===== src/rtl/oled_pkg.sv =====
// OLED init sequencer shared definitions.
// Command table, control bytes and FSM states.
package oled_pkg;

  typedef enum logic [2:0] {
    S_IDLE,
    S_PWR_WAIT,
    S_CMD,
    S_CLR,
    S_DISP_ON,
    S_DONE,
    S_ERROR
  } state_e;

  localparam int         CMD_LEN     = 24;
  localparam logic [4:0] CMD_LAST    = 5'd23;
  localparam logic [7:0] CTRL_CMD    = 8'h00;
  localparam logic [7:0] CTRL_DATA   = 8'h40;
  localparam logic [7:0] DISP_ON_CMD = 8'hAF;
  localparam logic [7:0] SLAVE_ADDR  = 8'h7A;

  // SSD1306-style power-up command list.
  function automatic logic [7:0] cmd_byte(
    input logic [4:0] idx
  );
    logic [7:0] b;
    case (idx)
      5'd0:    b = 8'hAE;
      5'd1:    b = 8'hD5;
      5'd2:    b = 8'h80;
      5'd3:    b = 8'hA8;
      5'd4:    b = 8'h3F;
      5'd5:    b = 8'hD3;
      5'd6:    b = 8'h00;
      5'd7:    b = 8'h40;
      5'd8:    b = 8'h8D;
      5'd9:    b = 8'h14;
      5'd10:   b = 8'h20;
      5'd11:   b = 8'h00;
      5'd12:   b = 8'hA1;
      5'd13:   b = 8'hC8;
      5'd14:   b = 8'hDA;
      5'd15:   b = 8'h12;
      5'd16:   b = 8'h81;
      5'd17:   b = 8'hCF;
      5'd18:   b = 8'hD9;
      5'd19:   b = 8'hF1;
      5'd20:   b = 8'hDB;
      5'd21:   b = 8'h40;
      5'd22:   b = 8'hA4;
      5'd23:   b = 8'hA6;
      default: b = 8'hE3;
    endcase
    return b;
  endfunction

endpackage


===== src/rtl/oled_delay_cnt.sv =====
// Loadable down-counter with terminal flag.
// Shared by the power-up delay and the transaction timeout.
module oled_delay_cnt
  import oled_pkg::*;
#(
  parameter int W = 16
) (
  input  logic         clk,
  input  logic         rst,
  input  logic         load,
  input  logic [W-1:0] load_val,
  input  logic         en,
  output logic         zero
);

  logic [W-1:0] cnt_q;
  logic [W-1:0] cnt_d;

  // Load wins; otherwise count down and stick at zero.
  always_comb begin
    cnt_d = cnt_q;
    if (load) begin
      cnt_d = load_val;
    end else if (en && (cnt_q != '0)) begin
      cnt_d = cnt_q - 1'b1;
    end
  end

  // Counter register with synchronous active-low reset.
  always_ff @(posedge clk) begin
    if (!rst) begin
      cnt_q <= '0;
    end else begin
      cnt_q <= cnt_d;
    end
  end

  assign zero = (cnt_q == '0);

endmodule


===== src/rtl/oled_init_seq.sv =====
// OLED power-up sequencer: delay, command list,
// GDDRAM clear and display-on over an I2C byte engine.
module oled_init_seq
  import oled_pkg::*;
#(
  parameter int PWR_DELAY = 1000,
  parameter int TIMEOUT   = 4096,
  parameter int CLR_BYTES = 1024
) (
  input  logic       clk,
  input  logic       rst,
  input  logic       start,
  output logic       tx_req,
  output logic [7:0] tx_dc,
  output logic [7:0] tx_data,
  input  logic       tx_done,
  output logic       busy,
  output logic       ready,
  output logic       err
);

  localparam logic [15:0] PWR_LOAD =
    (PWR_DELAY > 0) ? 16'(PWR_DELAY - 1) : 16'd0;
  localparam logic [15:0] TO_LOAD  = 16'(TIMEOUT - 1);
  localparam logic [10:0] CLR_LAST = 11'(CLR_BYTES - 1);

  state_e      state_q,   state_d;
  logic [4:0]  cmd_idx_q, cmd_idx_d;
  logic [10:0] clr_cnt_q, clr_cnt_d;
  logic        tx_req_q,  tx_req_d;
  logic [7:0]  tx_dc_q,   tx_dc_d;
  logic [7:0]  tx_data_q, tx_data_d;

  logic        dly_load;
  logic [15:0] dly_val;
  logic        dly_en;
  logic        dly_zero;

  logic [7:0]  cur_dc;
  logic [7:0]  cur_data;

  oled_delay_cnt #(
    .W(16)
  ) u_dly (
    .clk      (clk),
    .rst      (rst),
    .load     (dly_load),
    .load_val (dly_val),
    .en       (dly_en),
    .zero     (dly_zero)
  );

  // Byte pair for the transaction of the current phase.
  always_comb begin
    cur_dc   = CTRL_CMD;
    cur_data = cmd_byte(cmd_idx_q);
    case (state_q)
      S_CLR: begin
        cur_dc   = CTRL_DATA;
        cur_data = 8'h00;
      end
      S_DISP_ON: begin
        cur_dc   = CTRL_CMD;
        cur_data = DISP_ON_CMD;
      end
      default: ;
    endcase
  end

  // Next-state, counters and request handshake.
  always_comb begin
    state_d   = state_q;
    cmd_idx_d = cmd_idx_q;
    clr_cnt_d = clr_cnt_q;
    tx_req_d  = tx_req_q;
    tx_dc_d   = tx_dc_q;
    tx_data_d = tx_data_q;
    dly_load  = 1'b0;
    dly_val   = TO_LOAD;
    dly_en    = 1'b0;
    case (state_q)
      S_IDLE, S_DONE, S_ERROR: begin
        if (start) begin
          cmd_idx_d = '0;
          clr_cnt_d = '0;
          if (PWR_DELAY == 0) begin
            // Zero delay: first command goes out at once.
            state_d   = S_CMD;
            tx_req_d  = 1'b1;
            tx_dc_d   = CTRL_CMD;
            tx_data_d = cmd_byte(5'd0);
            dly_load  = 1'b1;
          end else begin
            state_d  = S_PWR_WAIT;
            dly_load = 1'b1;
            dly_val  = PWR_LOAD;
          end
        end
      end
      S_PWR_WAIT: begin
        dly_en = 1'b1;
        if (dly_zero) begin
          state_d   = S_CMD;
          cmd_idx_d = '0;
          tx_req_d  = 1'b1;
          tx_dc_d   = CTRL_CMD;
          tx_data_d = cmd_byte(5'd0);
          dly_load  = 1'b1;
        end
      end
      S_CMD, S_CLR, S_DISP_ON: begin
        dly_en = tx_req_q;
        if (!tx_req_q) begin
          tx_req_d  = 1'b1;
          tx_dc_d   = cur_dc;
          tx_data_d = cur_data;
          dly_load  = 1'b1;
        end else if (tx_done) begin
          tx_req_d = 1'b0;
          if (state_q == S_CMD) begin
            if (cmd_idx_q == CMD_LAST) begin
              state_d   = S_CLR;
              clr_cnt_d = '0;
            end else begin
              cmd_idx_d = cmd_idx_q + 5'd1;
            end
          end else if (state_q == S_CLR) begin
            if (clr_cnt_q == CLR_LAST) begin
              state_d = S_DISP_ON;
            end else begin
              clr_cnt_d = clr_cnt_q + 11'd1;
            end
          end else begin
            state_d = S_DONE;
          end
        end else if (dly_zero) begin
          tx_req_d = 1'b0;
          state_d  = S_ERROR;
        end
      end
      default: state_d = S_IDLE;
    endcase
  end

  // State and output registers, synchronous reset.
  always_ff @(posedge clk) begin
    if (!rst) begin
      state_q   <= S_IDLE;
      cmd_idx_q <= '0;
      clr_cnt_q <= '0;
      tx_req_q  <= 1'b0;
      tx_dc_q   <= 8'h00;
      tx_data_q <= 8'h00;
    end else begin
      state_q   <= state_d;
      cmd_idx_q <= cmd_idx_d;
      clr_cnt_q <= clr_cnt_d;
      tx_req_q  <= tx_req_d;
      tx_dc_q   <= tx_dc_d;
      tx_data_q <= tx_data_d;
    end
  end

  assign tx_req  = tx_req_q;
  assign tx_dc   = tx_dc_q;
  assign tx_data = tx_data_q;
  assign busy    = (state_q != S_IDLE) &&
                   (state_q != S_DONE) &&
                   (state_q != S_ERROR);
  assign ready   = (state_q == S_DONE);
  assign err     = (state_q == S_ERROR);

endmodule


===== config.mk =====
export PLATFORM = sky130hd
export DESIGN_NAME = oled_init_seq
export DESIGN_NICKNAME = d
export VERILOG_FILES = /design/src/rtl/oled_pkg.sv /design/src/rtl/oled_delay_cnt.sv /design/src/rtl/oled_init_seq.sv
export SDC_FILE = /design/constraint.sdc
export NUM_CORES = 1
export LEC_CHECK = 0
export ABC_AREA = 1
export CORE_MARGIN = 5
export CORE_UTILIZATION = 59
export DETAILED_ROUTE_END_ITERATION = 12
export GPL_TIMING_DRIVEN = 0
export PLACE_DENSITY = 0.8
export REMOVE_ABC_BUFFERS = 1
export SLEW_MARGIN = 20
export SYNTH_ARGS = -nofsm -noshare
export SYNTH_HDL_FRONTEND = slang
export SYNTH_SLANG_ARGS = --single-unit
export TNS_END_PERCENT = 20

===== constraint.sdc =====
create_clock -name clk -period 2.7 [get_ports clk]
set_input_delay 0.54 -clock clk [delete_from_list [all_inputs] [get_ports clk]]
set_output_delay 0.54 -clock clk [all_outputs]
set_load 0.03 [all_outputs]

# After elaboration in Yosys (flattened, before gate mapping)
# Memory sizes are Yosys's and may differ from the RTL's. A register that Yosys moved wholly into a read port is not among the register bits.
# Index checks and enable logic that the tools add are counted.
totals:
  register_bits: 52
  romBits: 256
  input_bits: 4
  out_inout_bits: 20
  n_memories: 1
memory_table:
  columns: ["name", "depth", "word_bits", "read_ports", "rd_ports_with_merged_regs", "write_ports", "line", "rtl"]
  rows:
  - ["(no name shown)", 32, 8, 1, 1, 0, "oled_pkg.sv:27", "case (idx)"]
classes:
  add_sub_neg: 3
  eq_ne: 23
  muxes: 49
  reduce_logical: 18
op_table:
  columns: ["cell", "count"]
  rows:
  - ["11-bit 2-to-1 mux", 7]
  - ["8-bit case mux with 2 select lines", 3]
  - ["5-bit 2-to-1 mux", 8]
  - ["16-bit 2-to-1 mux", 2]
  - ["8-bit 2-to-1 mux", 4]
  - ["3-bit 2-to-1 mux", 9]
  - ["12-bit 2-to-1 mux", 2]
  - ["11-bit case mux with 2 select lines", 1]
  - ["3-bit inequality test, second input constant", 6]
  - ["16-bit zero test", 1]
  - ["16-bit nonzero test", 1]
  - ["16-bit by 1-bit subtractor with 16-bit output, second input constant", 1]
  - ["5-bit case mux with 3 select lines", 1]
  - ["2-bit inequality test, second input constant", 7]
  - ["7-bit AND reduction", 2]
  - ["11-bit by 1-bit adder with 11-bit output, second input constant", 1]
  - ["11-bit by 10-bit equality test with 1-bit output, second input constant", 1]
  - ["3-bit equality test, second input constant", 3]
  - ["3-bit case mux with 3 select lines", 1]
  - ["1-bit 2-to-1 mux", 7]
  - ["7-bit 2-to-1 mux", 1]
  - ["3-bit by 2-bit equality test with 1-bit output, second input constant", 2]
  - ["6-bit AND reduction", 1]
  - ["2-bit nonzero test", 3]
  - ["other kinds (13)", 18]

# Logic depth before layout (Yosys ltp)
# Gate-level depths: netlist of run 1.
depth:
  ltp_word: 8
  ltp_mapped: 17
  depth_no_buf: 17

# Cells and area by module
# A second synthesis of run 1 with hierarchy kept.
unflattened:
  hier_cells: 580
  area_unflattened_um2: 3609.7
by_module_without_submodules:
  columns: ["mod", "n_inst", "cells_per_inst", "area_per_inst_um2", "seq_area_each_um2"]
  rows:
  - ["oled_init_seq", 1, 369, 2419.8, 740.7]
  - ["oled_delay_cnt", 1, 211, 1189.9, 320.3]

# Least setup slack after synthesis of run 1
# No wires, ideal clock.
synth_timing:
  path_type: "register -> register"
  from: "reg cmd_idx_q[1]"
  to: "reg (tool-made name)"
  setup_time_ps: 58
  t_arrival_ps: 2212
  required_ps: 2642
  slack_ps: 430
  stages_incl_launch_ff: 18
  path_buffers: 0
  cell_sequence: "dfxtp_1 ha_1 nand3_1 nor2_1 nand2_4 nand2_4 nor2_8 nand3_4 nand2_1 o21ai_0 nand2_1 inv_1 ha_1 inv_1 nand3_1 a21oi_2 nand2_1 nand2_1"
synth_lines:
  columns: ["item", "line", "rtl"]
  rows:
  - ["start, declared", "oled_init_seq.sv:28", "logic [4:0] cmd_idx_q, cmd_idx_d;"]
  - ["start signal, assigned", "oled_init_seq.sv:156", "cmd_idx_q <= cmd_idx_d;"]

==> impl.org, run 1 <==
** Run status
- Run status :: complete, no violations

** Clock tree
- After clock tree synthesis, the clock-pin slew on the worst setup and hold paths is 90 ps.
- Number of sinks handled by clock tree synthesis :: 53
- Cts bufs inserted :: 5
- Insertion delay of the later-clocked pin in the worst-skew pair :: 310 ps
- TritonCTS clock tree :: done
- The H-tree generated during clock tree synthesis spans 2 levels.
- Root Driver :: clkbuf_8
- In this run the deepest clock path goes through 2 buffers.

** STA
- Headroom to the max-slew limit came out at 55.3%.
- Final number of setup-violating endpoints :: 0
- Based on the critical path, the design can be clocked at up to 403 MHz.
- Pin slew with the least headroom to its limit :: around 670 ps
- Summed over all failing endpoints, the final setup total negative slack is 0 ps.
- The final-report max-slew violation count is 0.
- For the final database, setup skew stands at 7.34 ps.
- The final hold violation count is 0.
- Minimum clock period after layout :: 2480 ps
- After layout, the worst path uses 91.8% of the clock period.
- On the final layout, the worst hold slack is about 470 ps.

** Worst setup path
- Category of the most critical setup path :: in -> reg
- Worst-path fanout max :: 9
- Worst path arrival time :: 2730 ps
- Crit-path slowest cell :: clkdlybuf4s50_1
- Walking the worst path, the cells encountered are clkdlybuf4s50_1 -> o21ai_2 -> nor2_8 -> nand3_4 -> nand2_1 -> nand2_1 -> nand2_1 -> ha_1 -> nand3_1 -> o21ai_0 -> nand2_1 -> nand2_1.
- Data on the critical path is required at its endpoint by around 3000 ps.
- Most numerous cell on the critical path :: nand2_1
- Depth of the critical timing path with buffers and inverters included :: 12
- The worst setup path is launched from an input pin.
- Counting cells, the worst reg-to-reg path comes to 15.
- Category of cells accounting for the largest share of critical-path delay :: simple AND/OR/NAND/NOR gates
- Buffers and inverters on the worst path :: 1
- Highest cell delay on the worst timing path :: approximately 540 ps
- Element type at the critical path end :: flop

** GRT
- Via count of the first global-routing pass :: 2818
- The first global-routing pass estimated between 10 and 15 mm of wire.
- Largest net degree at the start of global routing :: 32
- GRT Residual Overflow :: 0
- GR Util All Layers :: a little over a fifth
- The initial antenna violation count is 0.

** Place
- Final estimated routing congestion in global placement :: around 0.91
- Once detailed placement completed, the half-perimeter wirelength came to between 5 and 6 mm.
- Cell Area, Placed :: between 3000 and 4000 um^2
- Port buffering added 16 buffers.
- In this run, placement finished with an instance count of just under 600.

** Finish
- After routing the design area is about 3700 um^2.
- Number of nets at the end of the flow :: roughly 530
- Leading cell type in the layout, fill and taps excluded :: nand2_1
- Share of post-route cells with drive strength above 1 :: a little over an eighth
- Final Instance Count excl. Fillers :: 590
- Ant. Diodes :: 0
- Most frequent cells in the layout :: nand2_1 (110), inv_1 (58), dfxtp_1 (51)
- The area growth from synthesis to layout is 8.64%.

** Synthesis
- Number of cells produced by synthesis :: 501
- Count of state elements after synthesis :: 53
- After synthesis, the share of flip-flops with an asynchronous set or reset is 0%.
- Register area share after synthesis :: 31.3%
- Synthesis instantiated 42 different standard cells from the library.
- Primary flip-flop cell chosen by synthesis mapping :: dfxtp_1
- A synthesized cell averages 6.76 um^2.
- Summing every instance area after synthesis gives 3390 um^2.
- Yosys warns :: 0
- Count of flip-flops with a built-in enable after synthesis :: 0

** Floorplanning
- Horizontal extent of the die :: around 86 um
- The die covers 7360 um^2.
- Vertical die dimension :: 85.8 um
- Number of top-level design ports :: 24
- Once the floorplan was initialized, standard cells occupied 61.1% of the core.
- After floorplanning, the core was sized to cover 5540 um^2.
- Std-Cell Rows :: 27

** Flow run
- Max-cap violations in this run came to 0.

** Drt
- For this run, the detailed router's first-pass iteration total came to 6.
- DRC Markers :: 0
- Dividing the detail-routed wire length by the instance count gives around 13 um.
- Dividing the detail-routed via count by the number of cells gives approximately 5.4.
- Final antenna-violating net count :: 0
- Wires add up to 7.44 mm.
- Across all layers, the routed design uses 3204 vias.
- Iteration-0 DRC Markers :: 196

** Pwr
- Of the total power, combinational logic draws 57.4%.
- Switching power summed over all nets :: 1.93 mW
- Proportion of power drawn by the clock network :: 11.9%
- Summed over all cells, the static leakage comes to between 1.5 and 2 nW.
- The internal portion of the total power is 1.91 mW.
- Of the total power, registers draw a little under a third.
- IR analysis of the VDD net gives a maximum drop of 558 uV.
- Power density normalized to cell area :: 1040 nW/um^2
- Switching share of total power :: between 50 and 60%
- The design draws 3.84 mW.

** Worst hold path
- The min-delay analysis places its worst path in the category reg -> reg.
- Counting instances, the worst hold path has a depth of 2.
==> timing repair <==
action / in CTS / in global routing
endpoints found under the setup margin: 2 / 7
resized for setup: 1 / 8
hold buffers: 0 / 0
buffers inserted: 0 / 2
==> worst min-delay path, stage by stage (launching register included) <==
cell and delay (ps):
dfxtp_1 320, nand2_1 60, a21oi_1 50
==> power groups by stage <==
stage | clock network [mW] | registers, mW | logic, mW
detailed placement | 0 | 1.19 | 2.13
global route | 0.507 | 1.21 | 2.47
CTS | 0.465 | 1.17 | 2.14
global placement | 0 | 1.18 | 2.10
floorplan | 0 | 1.28 | 1.50
finish | 0.455 | 1.18 | 2.20
==> through the flow <==
step                      worst slack [ps]  utilization (%)
after detailed placement              -250             64.0
after floorplan                        431                -
after global placement                -544             64.1
after CTS                             23.7             65.7
after global routing                 -6.90             66.4
final                                  222             66.4
==> final timing paths <==
check	from	end	slack [ps]
min reg2reg	tx_data[2]	tx_data[2]	470
max reg2reg	state_q[0]	flop	230
min	tx_data[2]	tx_data[2]	470
max	tx_done	flop	220
==> layout make-up <==
type,count,area [um^2]
Sequential cell,53,1060
Clock buffer,5,68.8
Multi-Input combinational cell,368,1990
Fill cell,505,1860
Tap cell,72,90.1
Inverter,71,273
Timing Repair Buffer,18,170
Clock inverter,3,21.3
==> metal layers <==
metal	up-vias	wire, um	global-route usage [%]
li1	1646	-	-
met1	1453	3460	28.2
met2	100	3480	35.0
met3	5	429	3.75
met4	0	67	5.90
met5	-	0	0
==> synthesized netlist by cell type, types with 2 or more instances <==
master / instances / area [um^2]
a21oi_1: 33 / 165
a21oi_2: 3 / 26.3
a31oi_1: 2 / 12.5
buf_2: 2 / 10.0
buf_4: 7 / 52.6
buf_6: 3 / 33.8
clkbuf_1: 3 / 11.3
dfxtp_1: 53 / 1060
ha_1: 11 / 138
inv_1: 60 / 225
inv_2: 10 / 37.5
nand2_1: 111 / 417
nand2_2: 10 / 62.6
nand2_4: 9 / 101
nand3_1: 43 / 215
nand3_2: 2 / 20.0
nand4_1: 5 / 31.3
nor2_1: 48 / 180
nor2_2: 2 / 12.5
nor2_8: 2 / 40.0
nor3_1: 18 / 90.1
nor3_2: 3 / 30.0
nor4_1: 3 / 18.8
o21ai_0: 22 / 110
o21ai_1: 6 / 30.0
o21ai_2: 3 / 26.3
or2_2: 2 / 12.5
xor2_1: 11 / 96.3
==> cells by family (layout without fill, tap and decap cells) <==
| logic type | count (synthesis) | after routing | share of synthesized area, % |
|---|---|---|---|
| adder cells (fa/ha/maj) | 11 | 11 | 4.06 |
| AND/OR/NAND/NOR | 265 | 265 | 38.4 |
| XOR/XNOR | 12 | 12 | 3.10 |
| flip-flops | 53 | 53 | 31.3 |
| buffers and inverters | 86 | 97 | 11.1 |
| other | 1 | 7 | 0.111 |
| AO/OA/AOI/OAI | 73 | 73 | 11.9 |
(Power assumes the default switching activity.)
==> inputs of run 2 (changes only) <==
--- a/config.mk
+++ b/config.mk
@@ -8,3 +8,3 @@
 export ABC_AREA = 1
-export CORE_MARGIN = 5
+export CORE_MARGIN = 4
 export CORE_UTILIZATION = 59
==> constraint.sdc (replaced) <==
create_clock -name clk -period 2.7 [get_ports clk]
set_input_delay 0.405 -clock clk [delete_from_list [all_inputs] [get_ports clk]]
set_output_delay 0.405 -clock clk [all_outputs]
set_load 0.03 [all_outputs]
==> run 2 against run 1 <==
Net effect:
- design area grew 0.65%
- largest cell class unchanged
- cell count rose by 0.17%
- total power is 0.27% lower
- count of clock-buffer cells in the layout is 1 higher
==> impl.org, run 2 (synthesis gave the netlist of run 1 again) <==
** Clock tree
- Clock-pin slew of the registers on the worst-case setup and hold paths :: 90 ps
- The later pin in the worst-skew pair is clocked with a latency of about 300 ps.
- TritonCTS built the clock tree.
- The clock passes through at most 2 buffers.
- Cts bufs inserted :: 5
- In this run, post-CTS hold repair placed 0 buffers.
- The tree is rooted in a clkbuf_8.
- The H-tree generated during clock tree synthesis spans 2 levels.
- Number of sinks handled by clock tree synthesis :: 53

** STA
- Based on the critical path, the design can be clocked at up to 406 MHz.
- After layout, the minimum clock period comes to ~2500 ps.
- For the final database, setup skew stands at 11.0 ps.
- At the pin with the least slew margin, the transition time is 630 ps.
- For the final routed database, the setup TNS stands at 0 ps.
- Total count of hold-check failures in the final report :: 0
- Of the available clock period, the critical path in the final layout requires 91.2%.
- After layout, the worst setup slack is approximately 240 ps.
- Final number of setup-violating endpoints :: 0
- Setup repair after global routing missed its margin :: no
- The final-report max-slew violation count came to 0.
- Slew HR :: 58.0%

** Worst setup path
- Tracing the worst setup path back leads to its startpoint at u_dly.cnt_q[0].
- Worst reg2reg setup slack :: 240 ps
- Category of the most critical setup path :: reg -> reg
- STA classifies the critical path startpoint as a flop.
- Endpoint required time on the critical path :: 2950 ps
- Measured in cells, the most critical reg-to-reg path has a length of 14.
- The worst register-to-register path begins at u_dly.cnt_q[0].
- Element type at the critical path end :: flop
- Worst-path fanout max :: 9
- Worst path arrival time :: 2710 ps

** Floorplanning
- The die covers 7020 um^2.
- For this configuration, the core starts out at a cell density of about three fifths.
- The initialized floorplan defines 27 standard-cell rows.
- Number of top-level design ports :: 24
- The core region is 5540 um^2.
- Vertical die dimension :: 83.8 um
- Measured along the x axis, the die boundary spans 83.8 um.

** Worst hold path
- The worst hold path passes through 2 cells.
- For hold timing, the worst endpoint is tx_data[4].
- Min-delay worst type :: reg -> reg

** Place
- The congestion estimate from routability-driven global placement came to 0.905.
- The count of buffers added on input and output ports is 16.
- The placed instances occupy a cell area of 3550 um^2.
- The HPWL after detailed placement is between 5 and 6 mm.
- After detailed placement, the design holds a cell count of 580.
- Before CTS, the worst setup slack after placement is -124 ps.

** Finish
- The sequential cells in the finished layout cover a total of 1070 um^2.
- Share of post-route cells with drive strength above 1 :: 13.9%
- Post-route design area :: about 3700 um^2
- Leading cell type in the layout, fill and taps excluded :: nand2_1
- Final Core Density :: 66.8%
- The final layout contains 534 nets.
- Fill cells in the final layout number 494.
- Most frequent cells in the layout :: nand2_1 (109), inv_1 (59), dfxtp_1 (50)
- Compared with the post-synthesis result, the final layout area differs by 9.35%.
- The multi-input combinational cells in the finished layout cover a total of 2000 um^2.
- Leaving out filler cells and counting taps, the final layout contains approximately 600.
- Ant. Diodes :: 0

** Pwr
- Across the VDD grid, the largest voltage drop is 471 uV.
- Power density normalized to cell area :: 1030 nW/um^2
- Static leakage :: 1.73 nW

** GRT
- Entering global routing, the biggest net connects 32 pins.
- GR Util All Layers :: 20.9%
- Number of antenna violations at the first check in global routing :: 0
- GRT Residual Overflow :: 0
- The first global-routing pass estimated 12.5 mm of wire.
- The number of global-route vias before repair was 2818.

** Drt
- The routed layout has 3136 vias.
- Iteration-0 DRC Markers :: 229
- Before antenna repair, the detailed router went through 5 iterations.
- For this run, design rule violations remaining after detail routing come to 0.
- In the routed layout, each cell is associated on average with a via count of 5.31.
- Final antenna-violating net count :: 0
- After detailed routing, the total wire length is 7.26 mm.
- Routed WL per cell :: 12.3 um

** Run status
- Run status :: complete, no violations

** Flow run
- Max-cap violations :: 0
-- run 2: routing by layer --
layer / vias up / routed length (um) / GRT usage (%)
met5: - / 0 / 0
met4: 0 / 57 / 5.85
met3: 6 / 338 / 3.26
met2: 86 / 3320 / 34.7
met1: 1403 / 3550 / 28.2
li1: 1641 / - / -
-- run 2: layout make-up --
cell class,count,share of cell area [%]
clock buffers,6,2.23
clock inverters,1,0.203
inverters,71,7.26
multi-input cells,368,54.1
flip-flops and latches,53,28.8
well taps,72,2.43
repair buffers,20,5.00
-- run 2: worst max-delay path, cell delays in order (launching register included) --
cell and delay [ps]:
dfxtp_1 370, inv_1 90, ha_1 190, nand2_1 90, nor2_2 60, a21oi_1 350, nor2_8 80, nand3_1 90
nand2_1 70, nand2_1 220, ha_1 300, nand3_1 150, o21ai_0 220, nand2_1 70, nand2_1 50
-- run 2: per-stage QoR --
stage	hold WS, ps	total power [mW]
floorplan	433	2.78
global placement	439	3.27
detailed placement	453	3.32
CTS	464	3.78
global route	496	4.17
finish	461	3.83
-- run 2: worst max-delay path by stage --
stage | endpoint | slack (ps)
floorplan | flop | 430
global placement | flop | -380
detailed placement | flop | -120
CTS | flop | 4
global route | flop | 2
finish | flop | 240
-- run 2: what timing repair did --
action                     in CTS  in global routing
setup buffers                   0                  4
pin swaps                       0                  0
setup endpoints to repair       2                  7
resized for setup               2                 11
-- run 2: report_power, final --
| part | total, mW | leakage, nW | switching [mW] | internal, mW |
|---|---|---|---|---|
| sequential | 1.18 | 0.436 | 0.170 | 1.01 |
| combinational | 2.20 | 1.25 | 1.48 | 0.723 |
| clock | 0.449 | 0.0433 | 0.246 | 0.203 |
| total | 3.83 | 1.73 | 1.89 | 1.94 |
